**src/rtl/uart_tx_arbiter.sv**
```systemverilog
// Round-robin arbiter placing bytes from two requesters onto one UART transmitter,
// with tx_done rising-edge completion, a completion timeout and an inter-frame gap.
module uart_tx_arbiter #(
    parameter int N              = 8,
    parameter int GAP_CYCLES     = 16,
    parameter int TIMEOUT_CYCLES = 62496
) (
    input  logic         clk,
    input  logic         reset,
    input  logic         req0,
    input  logic         req1,
    input  logic [N-1:0] data0,
    input  logic [N-1:0] data1,
    output logic         gnt0,
    output logic         gnt1,
    output logic         done0,
    output logic         done1,
    output logic         start_tx,
    output logic [N-1:0] data_out,
    input  logic         tx_done,
    output logic         busy,
    output logic         err,
    output logic         last_src
);

    localparam int MAX_COUNT = (GAP_CYCLES > TIMEOUT_CYCLES) ? GAP_CYCLES : TIMEOUT_CYCLES;
    localparam int CNT_W     = (MAX_COUNT > 0) ? $clog2(MAX_COUNT + 1) : 1;
    localparam logic [CNT_W-1:0] GAP_LAST     = CNT_W'((GAP_CYCLES > 0) ? GAP_CYCLES - 1 : 0);
    localparam logic [CNT_W-1:0] TIMEOUT_LAST = CNT_W'((TIMEOUT_CYCLES > 0) ? TIMEOUT_CYCLES - 1 : 0);

    typedef enum logic [1:0] {IDLE, START, WAIT, GAP} state_t;

    state_t           state_q, state_d;
    logic [CNT_W-1:0] cnt_q, cnt_d;
    logic             tx_done_prev_q;
    logic             tx_done_rise;
    logic             gnt0_q, gnt0_d;
    logic             gnt1_q, gnt1_d;
    logic             done0_q, done0_d;
    logic             done1_q, done1_d;
    logic             start_tx_q, start_tx_d;
    logic [N-1:0]     data_out_q, data_out_d;
    logic             busy_q, busy_d;
    logic             err_q, err_d;
    logic             last_src_q, last_src_d;

    always_comb begin
        state_d      = state_q;
        cnt_d        = cnt_q;
        gnt0_d       = 1'b0;
        gnt1_d       = 1'b0;
        done0_d      = 1'b0;
        done1_d      = 1'b0;
        start_tx_d   = 1'b0;
        err_d        = 1'b0;
        data_out_d   = data_out_q;
        last_src_d   = last_src_q;
        tx_done_rise = tx_done && !tx_done_prev_q;

        case (state_q)
            IDLE: begin
                // On a tie the requester that was not served last wins.
                if (req0 && (!req1 || last_src_q)) begin
                    gnt0_d     = 1'b1;
                    data_out_d = data0;
                    last_src_d = 1'b0;
                    state_d    = START;
                end else if (req1) begin
                    gnt1_d     = 1'b1;
                    data_out_d = data1;
                    last_src_d = 1'b1;
                    state_d    = START;
                end
            end
            START: begin
                start_tx_d = 1'b1;
                cnt_d      = '0;
                state_d    = WAIT;
            end
            WAIT: begin
                if (tx_done_rise) begin
                    done0_d = !last_src_q;
                    done1_d = last_src_q;
                    cnt_d   = '0;
                    state_d = (GAP_CYCLES > 0) ? GAP : IDLE;
                end else if (cnt_q == TIMEOUT_LAST) begin
                    err_d   = 1'b1;
                    cnt_d   = '0;
                    state_d = IDLE;
                end else begin
                    cnt_d = cnt_q + 1'b1;
                end
            end
            GAP: begin
                if (cnt_q == GAP_LAST) begin
                    cnt_d   = '0;
                    state_d = IDLE;
                end else begin
                    cnt_d = cnt_q + 1'b1;
                end
            end
            default: state_d = IDLE;
        endcase

        busy_d = (state_d != IDLE);
    end

    always_ff @(posedge clk or negedge reset) begin
        if (!reset) begin
            state_q        <= IDLE;
            cnt_q          <= '0;
            tx_done_prev_q <= 1'b0;
            gnt0_q         <= 1'b0;
            gnt1_q         <= 1'b0;
            done0_q        <= 1'b0;
            done1_q        <= 1'b0;
            start_tx_q     <= 1'b0;
            data_out_q     <= '0;
            busy_q         <= 1'b0;
            err_q          <= 1'b0;
            last_src_q     <= 1'b1;
        end else begin
            state_q        <= state_d;
            cnt_q          <= cnt_d;
            tx_done_prev_q <= tx_done;
            gnt0_q         <= gnt0_d;
            gnt1_q         <= gnt1_d;
            done0_q        <= done0_d;
            done1_q        <= done1_d;
            start_tx_q     <= start_tx_d;
            data_out_q     <= data_out_d;
            busy_q         <= busy_d;
            err_q          <= err_d;
            last_src_q     <= last_src_d;
        end
    end

    assign gnt0     = gnt0_q;
    assign gnt1     = gnt1_q;
    assign done0    = done0_q;
    assign done1    = done1_q;
    assign start_tx = start_tx_q;
    assign data_out = data_out_q;
    assign busy     = busy_q;
    assign err      = err_q;
    assign last_src = last_src_q;

endmodule

```
**config.mk**
```make
export PLATFORM = sky130hd
export DESIGN_NAME = uart_tx_arbiter
export DESIGN_NICKNAME = d
export VERILOG_FILES = /design/src/rtl/uart_tx_arbiter.sv
export SDC_FILE = /design/constraint.sdc
export NUM_CORES = 1
export LEC_CHECK = 0
export CORE_ASPECT_RATIO = 0.75
export CORE_UTILIZATION = 40
export DETAILED_ROUTE_END_ITERATION = 10
export PLACE_DENSITY = 0.68
export SLEW_MARGIN = 20
export SYNTH_ARGS = -nofsm -noshare
export SYNTH_HDL_FRONTEND = slang
export SYNTH_SLANG_ARGS = --single-unit
```
**constraint.sdc**
```tcl
create_clock -name clk -period 1.5 [get_ports clk]
set_input_delay 0.225 -clock clk [delete_from_list [all_inputs] [get_ports clk]]
set_output_delay 0.225 -clock clk [all_outputs]
set_load 0.01 [all_outputs]
```
==> metrics.md, run 1 <==
| Metric | Value |
|---|---|
| First drt pass iteration count | 4 |
| Period utilization | 1.09 |
| Clk sinks | 35 |
| Syn Inst Count | 170 |
| Worst stage delay on the critical path | 410 ps |
| Maximum clock frequency | 611 MHz |
| Num rows | 20 |
| First-pass GRT wire length | 7910 µm |
| Slew HR | 0.706 |
| Hold Buf Count CTS | 0 |
| Fin Hold WS | 298 ps |
| Worst EP required | 1680 ps |
| CP cell instances | nor4_4 -> nand4_1 -> buf_6 -> o2bb2ai_4 -> a31oi_1 -> a31oi_1 |
| Total track usage | 0.234 |
| Clock Skews | 4.67 ps |
| Final core utilization | 0.641 |
| Min Tclk post-route | 1640 ps |
| Port-buffer cells | 36 |
| DIE AREA | 4610 µm² |
| GPL Wtd Cong | 0.806 |
| Cell mode on critical path | a31oi_1 |
| Die width | 78.1 µm |
| Gr ovfl total | 0 |
| CTS buffer count | 5 |
| Peak VDD IR | 0.000563 V |
| Startpoint Class | register |
| Synth unique cells | 39 |
| Final Hold Fails | 0 |
| Post-layout net count | 266 |
| PD cells | 659 nW/µm² |
| Max-slew violations | 0 |
| Placed Area | 2410 µm² |
| Clk_lat worst skew | 300 ps |
| Layout cells sized above 1 | 0.269 |
| Final setup fails | 18 |
| Vias | 1,612 |
| FF+latch count, synth | 35 |
| Leak Pwr | 1.20 nW |
| CTS HTree Levels | 2 |
| Post-detail-place hpwl | 3210 µm |
| Post-DRT Antenna Nets | 0 |
| Initial core utilization | 0.423 |
| Crit. End Element | register |
| DR WL/cell | 15.8 µm |
| Slowest cell on the critical path | dfrtp_1 |
| Mean Syn Cell Area | 10.2 µm² |
| # diodes | 0 |
| Die height | 59.0 µm |
| Fin area | 2630 µm² |
| Vias in the first global route | 1,657 |
| Critical path type | reg2reg |
| Core area | 4100 µm² |
| DRC | 0 |
| Status | finished with violations |
| Seq/Total Area, Yosys | 0.505 |
| Hold Crit Class | in2async |
| Maximum fanout along the worst path | 6 |
| Area grow syn2layout | 51.5% |
| Root buffer cell | clkbuf_8 |
| Max-Cap Viols | 0 |
| Slew @ Worst Pin | 440 ps |
| Iter 0 DRT Violations | 112 |
| Synth warnings | 0 |
| Avg Vias per Cell | 5.37 |
| Pin count of the biggest net entering global routing | 36 |
| Clock buffer depth | 2 |
| Unrepaired setup endpoints after global routing | yes |
| Arr. time, crit path | 1810 ps |
| Post-Syn Area | 1740 µm² |
| TritonCTS clock tree | built |
| Post-synthesis net count | 192 |
| Failing checks | setup timing |
| Initial antenna violation count | 0 |
| Final WS setup | -136 ps |
| Clk pin slew, worst setup/hold paths | 70 ps |
| Boundary Pins | 37 |
| Routed WL | 4730 µm |
[cell usage after synthesis]
cell / number / share of area
nand2_1: 21 / 0.045
a31oi_1: 8 / 0.029
nor2b_1: 2 / 0.0072
nor4b_1: 1 / 0.0050
o211ai_1: 1 / 0.0043
nand2b_1: 2 / 0.0072
inv_1: 3 / 0.0065
nand3_1: 8 / 0.023
nor4_1: 3 / 0.011
xnor2_1: 3 / 0.015
and2b_1: 2 / 0.0086
and4_1: 1 / 0.0050
o21ai_1: 6 / 0.017
nor2_1: 7 / 0.015
clkbuf_1: 2 / 0.0043
nor3_1: 2 / 0.0058
a22o_1: 6 / 0.030
dfrtp_1: 34 / 0.49
buf_6: 5 / 0.032
buf_2: 1 / 0.0029
or2_2: 1 / 0.0036
a21oi_1: 8 / 0.023
a21o_2: 1 / 0.0050
dfstp_2: 1 / 0.015
xor2_1: 3 / 0.015
and3_1: 4 / 0.014
and4_4: 1 / 0.0065
o21ai_0: 9 / 0.026
nor3b_1: 1 / 0.0043
mux2i_1: 9 / 0.052
and2_1: 2 / 0.0072
o2bb2ai_2: 1 / 0.0086
nor4_2: 1 / 0.0072
and2b_2: 1 / 0.0050
a21oi_2: 1 / 0.0050
nor4bb_1: 1 / 0.0058
and3_2: 2 / 0.0086
ha_1: 1 / 0.0072
nand4_1: 4 / 0.014
[metal layers]
metal / share of wire / GRT usage
met1: 0.45 / 0.295
met3: 0.042 / 0.0431
met4: 0.025 / 0.138
met5: 0 / 0
met2: 0.49 / 0.382
[worst max-delay path, delay by kind of cell (launching register included)]
kind                   cells  cell delay (ps)
AND/OR/NAND/NOR            2              520
flip-flops                 1              410
AO/OA/AOI/OAI              3              410
buffers and inverters      1              180
[final cells by class]
type,instances,area (µm²)
Inverter,3,11.3
Clock buffer,5,68.8
Fill cell,327,1480
Clock inverter,3,20.0
Sequential cell,35,877
Multi-Input combinational cell,127,921
Timing Repair Buffer,72,662
Tap cell,55,68.8
[path summary, 6_finish.rpt]
check	slack, ps	cells past startpoint	from	endpoint
max	-140	6	cnt_q[6]$_DFFE_PN0P_	cnt_q[11]$_DFFE_PN0P_
min	300	2	reset	cnt_q[15]$_DFFE_PN0P_
max reg2reg	-140	6	cnt_q[6]$_DFFE_PN0P_	cnt_q[11]$_DFFE_PN0P_
min reg2reg	480	2	data_out[2]$_DFFE_PN0P_	data_out[2]$_DFFE_PN0P_
max in group asynchronous	950	2	reset	last_src$_DFFE_PN1P_
min in group clk	390	1	tx_done	tx_done_prev_q$_DFF_PN0_
[per-stage QoR]
stage,total power (W),setup slack [ps],cells,setup TNS [ps]
6_report,0.00173,-136,300,-1880
5_1_grt,0.00181,-181,300,-2720
4_1_cts,0.00175,-119,300,-1700
3_5_place_dp,0.00107,-293,288,-4990
3_3_place_gp,0.00107,-243,288,-4000
2_1_floorplan,0.000984,-72.8,170,-770
[cell usage in the layout, fill, tap and decap left out, drive strengths merged, types with 5 or more instances in the layout]
master         instances
a21oi                  9
a22o                   6
a31oi                  8
and3                   6
buf                   36
clkbuf                 5
clkdlybuf4s50         35
dfrtp                 34
mux2i                  9
nand2                 21
nand3                  8
nor2                   7
o21ai                 15
[power breakdown]
part | switching [W] | internal (W) | leakage [nW]
sequential | 0.000000323 | 0.000945 | 0.453
clock | 0.000356 | 0.000322 | 0.0402
combinational | 0.0000418 | 0.0000672 | 0.703
[logic make-up (layout without fill, tap and decap cells)]
kind of cell               count (synthesis)  after routing  share of synthesized area
buffers and inverters                     11             83                     0.0461
muxes                                      9              9                     0.0519
and+or+nand+nor                           67             67                      0.211
xor gates and xnor gates                   6              6                     0.0303
DFF                                       35             35                      0.505
adders and majority gates                  1              1                    0.00721
AOI/OAI and AO/OA                         41             44                      0.149
[repair_timing]
| item | 4_1_cts | 5_1_grt |
|---|---|---|
| setup endpoints to repair | 19 | 18 |
| gates cloned | 3 | 0 |
| gates resized for setup | 12 | 2 |
| pin swaps | 11 | 5 |
| setup buffers | 1 | 0 |
[flip-flops by register name, summed over array words and instances (netlist names)]
signal / count
err: 1
tx_done_prev_q: 1
busy: 1
last_src: 1
done1: 1
gnt0: 1
state_q: 2
gnt1: 1
start_tx: 1
data_out: 8
cnt_q: 16
done0: 1
Power figures use the tool's default switching activity.
==> inputs of run 2 (changes only) <==
Settings changed: CTS_CLUSTER_DIAMETER set to 120.
Clock period 1.5 ns to 1.41 ns, I/O delays scaled along.
==> metrics.md, run 2 (same netlist as run 1, synthesis figures left out) <==
| Metric | Value |
|---|---|
| Filler cells | 306 (-6.4%) |
| Initial antenna violation count | 0 (unchanged) |
| Post-layout net count | 276 (+3.8%) |
| Multi-input gate area | 907 µm² (-1.5%) |
| GRT Max-Usage Layer | met2 |
| Cells after DPL | 295 (+2.4%) |
| Commonest non-fill, non-tap cells in the layout | buf_4 (42), dfrtp_1 (34), clkdlybuf4s50_1 (28) |
| Total track usage | 0.229 (-0.00449) |
| Non-Filler Instances | 310 (+3.3%) |
| Min Tclk post-route | 1750 ps (+112 ps) |
| Final core utilization | 0.670 (+0.0290) |
| Commonest non-fill, non-tap cell in the layout | buf_4 |
| Fin area | 2750 µm² (+4.5%) |
| Peak VDD IR | 0.000705 V (+25%) |
| GR Layer Usage met2 | 0.373 (-0.00877) |
| DR WL/cell | 15.7 µm (-0.38%) |
| TritonCTS clock tree | built |
| Worst stage delay on the critical path | 410 ps (about the same) |
| Max FFs per register | 16 (unchanged) |
| Arr. time, crit path | 1900 ps (+90 ps) |
| Routed WL | 4870 µm (+2.9%) |
| Num rows | 20 (unchanged) |
| DIE AREA | 4610 µm² (unchanged) |
| Boundary Pins | 37 (unchanged) |
| Status | finished with violations |
| # diodes | 0 (unchanged) |
| Startpoint Class | register |
| Port-buffer cells | 36 (unchanged) |
| Final setup fails | 20 (+2) |
| PD cells | 744 nW/µm² (+13%) |
| Critical path type | reg2reg |
| Vias in the first global route | 1,691 (+2.1%) |
| Worst EP required | 1560 ps (-120 ps) |
| Max-slew violations | 0 (unchanged) |
| First-pass GRT wire length | 7980 µm (+0.78%) |
| Slew HR | 0.752 (+0.0458) |
| Clk_lat worst skew | 280 ps (-20 ps) |
| Reg with most FFs | cnt_q |
| Core area | 4100 µm² (unchanged) |
| Unrepaired setup endpoints after global routing | yes |
| Slowest cell on the critical path | dfrtp_1 |
| Die height | 59.0 µm (unchanged) |
| Met1 GRT Util | 0.309 (+0.0133) |
| Die width | 78.1 µm (unchanged) |
| Avg Vias per Cell | 5.37 (about the same) |
| Area grow syn2layout | 58.3% |
| Post-detail-place hpwl | 3180 µm (-0.80%) |
| CTS HTree Levels | 2 (unchanged) |
| Maximum fanout along the worst path | 6 (unchanged) |
| Gr ovfl total | 0 (unchanged) |
| Slew @ Worst Pin | 372 ps (-67.7 ps) |
| CTS buffer count | 5 (unchanged) |
| M3 GR Usage | 0.0492 (+0.00615) |
| Setup tns final | -5460 ps (-3570 ps) |
| Clock Skews | 5.22 ps (+0.553 ps) |
| Initial core utilization | 0.423 (unchanged) |
| Leak Pwr | 1.40 nW (+17%) |
| Post-DRT Antenna Nets | 0 (unchanged) |
| FF+latch area | 877 µm² (unchanged) |
| Root buffer cell | clkbuf_8 |
| Maximum clock frequency | 572 MHz (-6.4%) |
| Placed Area | 2470 µm² (+2.6%) |
| First drt pass iteration count | 4 (unchanged) |
| Crit. End Element | register |
| Final WS setup | -338 ps (-202 ps) |
| Period utilization | 1.24 (+0.149) |
| GPL Wtd Cong | 0.849 (+5.4%) |
| Clk sinks | 35 (unchanged) |
| Pin count of the biggest net entering global routing | 36 (unchanged) |
| Clock buffer depth | 2 (unchanged) |
| DRC | 0 (unchanged) |
| Max-Cap Viols | 0 (unchanged) |
| Vias | 1,666 (+3.3%) |
| Iter 0 DRT Violations | 106 (-5.4%) |
| Final Hold Fails | 0 (unchanged) |
| CP cell instances | nor4_4 -> buf_4 -> and4_4 -> buf_6 -> o2bb2ai_4 -> nand2_1 -> a31oi_1 |
| Hold Buf Count CTS | 0 (unchanged) |
| Failing checks | setup timing |
| Clk pin slew, worst setup/hold paths | 70 ps (about the same) |
| Layout cells sized above 1 | 0.306 (+0.0365) |
| Hold Crit Class | in2async |
==> run 2: path summary, 6_finish.rpt <==
kind,from,endpoint,slack (ps),depth (start not counted)
setup / recovery,cnt_q[6]$_DFFE_PN0P_,cnt_q[10]$_DFFE_PN0P_,-340,7
max in group asynchronous,reset,last_src$_DFFE_PN1P_,870,2
hold / removal,reset,cnt_q[7]$_DFFE_PN0P_,300,2
setup reg to reg,cnt_q[6]$_DFFE_PN0P_,cnt_q[10]$_DFFE_PN0P_,-340,7
min in group clk,tx_done,tx_done_prev_q$_DFF_PN0_,430,1
hold reg to reg,data_out[7]$_DFFE_PN0P_,data_out[7]$_DFFE_PN0P_,490,2
==> run 2: layer usage <==
| layer | wire, µm | up-vias |
|---|---|---|
| met5 | 0 | - |
| met1 | 2180 | 824 |
| met2 | 2420 | 44 |
| met4 | 85 | 0 |
| met3 | 183 | 10 |
| li1 | - | 788 |
==> run 2: worst max-delay path: cells and delay by family (launching register included) <==
family | cells | cell delay (ps)
AOI/OAI and AO/OA | 2 | 180
buffers and inverters | 2 | 290
DFF | 1 | 410
and+or+nand+nor | 3 | 740
==> run 2: layout make-up <==
type,instances,area share
clock inverter,2,0.0128
sequential,35,0.319
multi-input combinational,126,0.330
clock buffer,6,0.0301
inverter,3,0.00410
tap,55,0.0250
timing repair buffer,83,0.279
==> run 2: metrics by stage <==
step,total power [W],hold WS (ps),setup slack [ps]
6_report,0.00204,299,-338
3_5_place_dp,0.00114,473,-427
5_1_grt,0.00211,312,-395
3_3_place_gp,0.00114,467,-334
2_1_floorplan,0.00105,-84.1,-163
4_1_cts,0.00207,306,-318
==> run 2: timing repair <==
item / CTS / global route
pin swaps: 10 / 5
gates resized for setup: 8 / 14
endpoints found under the setup margin: 20 / 35
buffers inserted: 4 / 1
gates cloned: 2 / 0
==> run 2: power by group <==
group          internal (W)  switching [W]  total [W]
combinational     0.0000730      0.0000434   0.000116
clock              0.000572       0.000349   0.000921
sequential          0.00101    0.000000843    0.00101
total               0.00165       0.000394    0.00204
==> inputs of run 3 (changes only) <==
Settings changed: HOLD_SLACK_MARGIN set to 0.15.
==> results of run 3 <==
No change in the layout: final DEF, timing and power equal those of run 2.
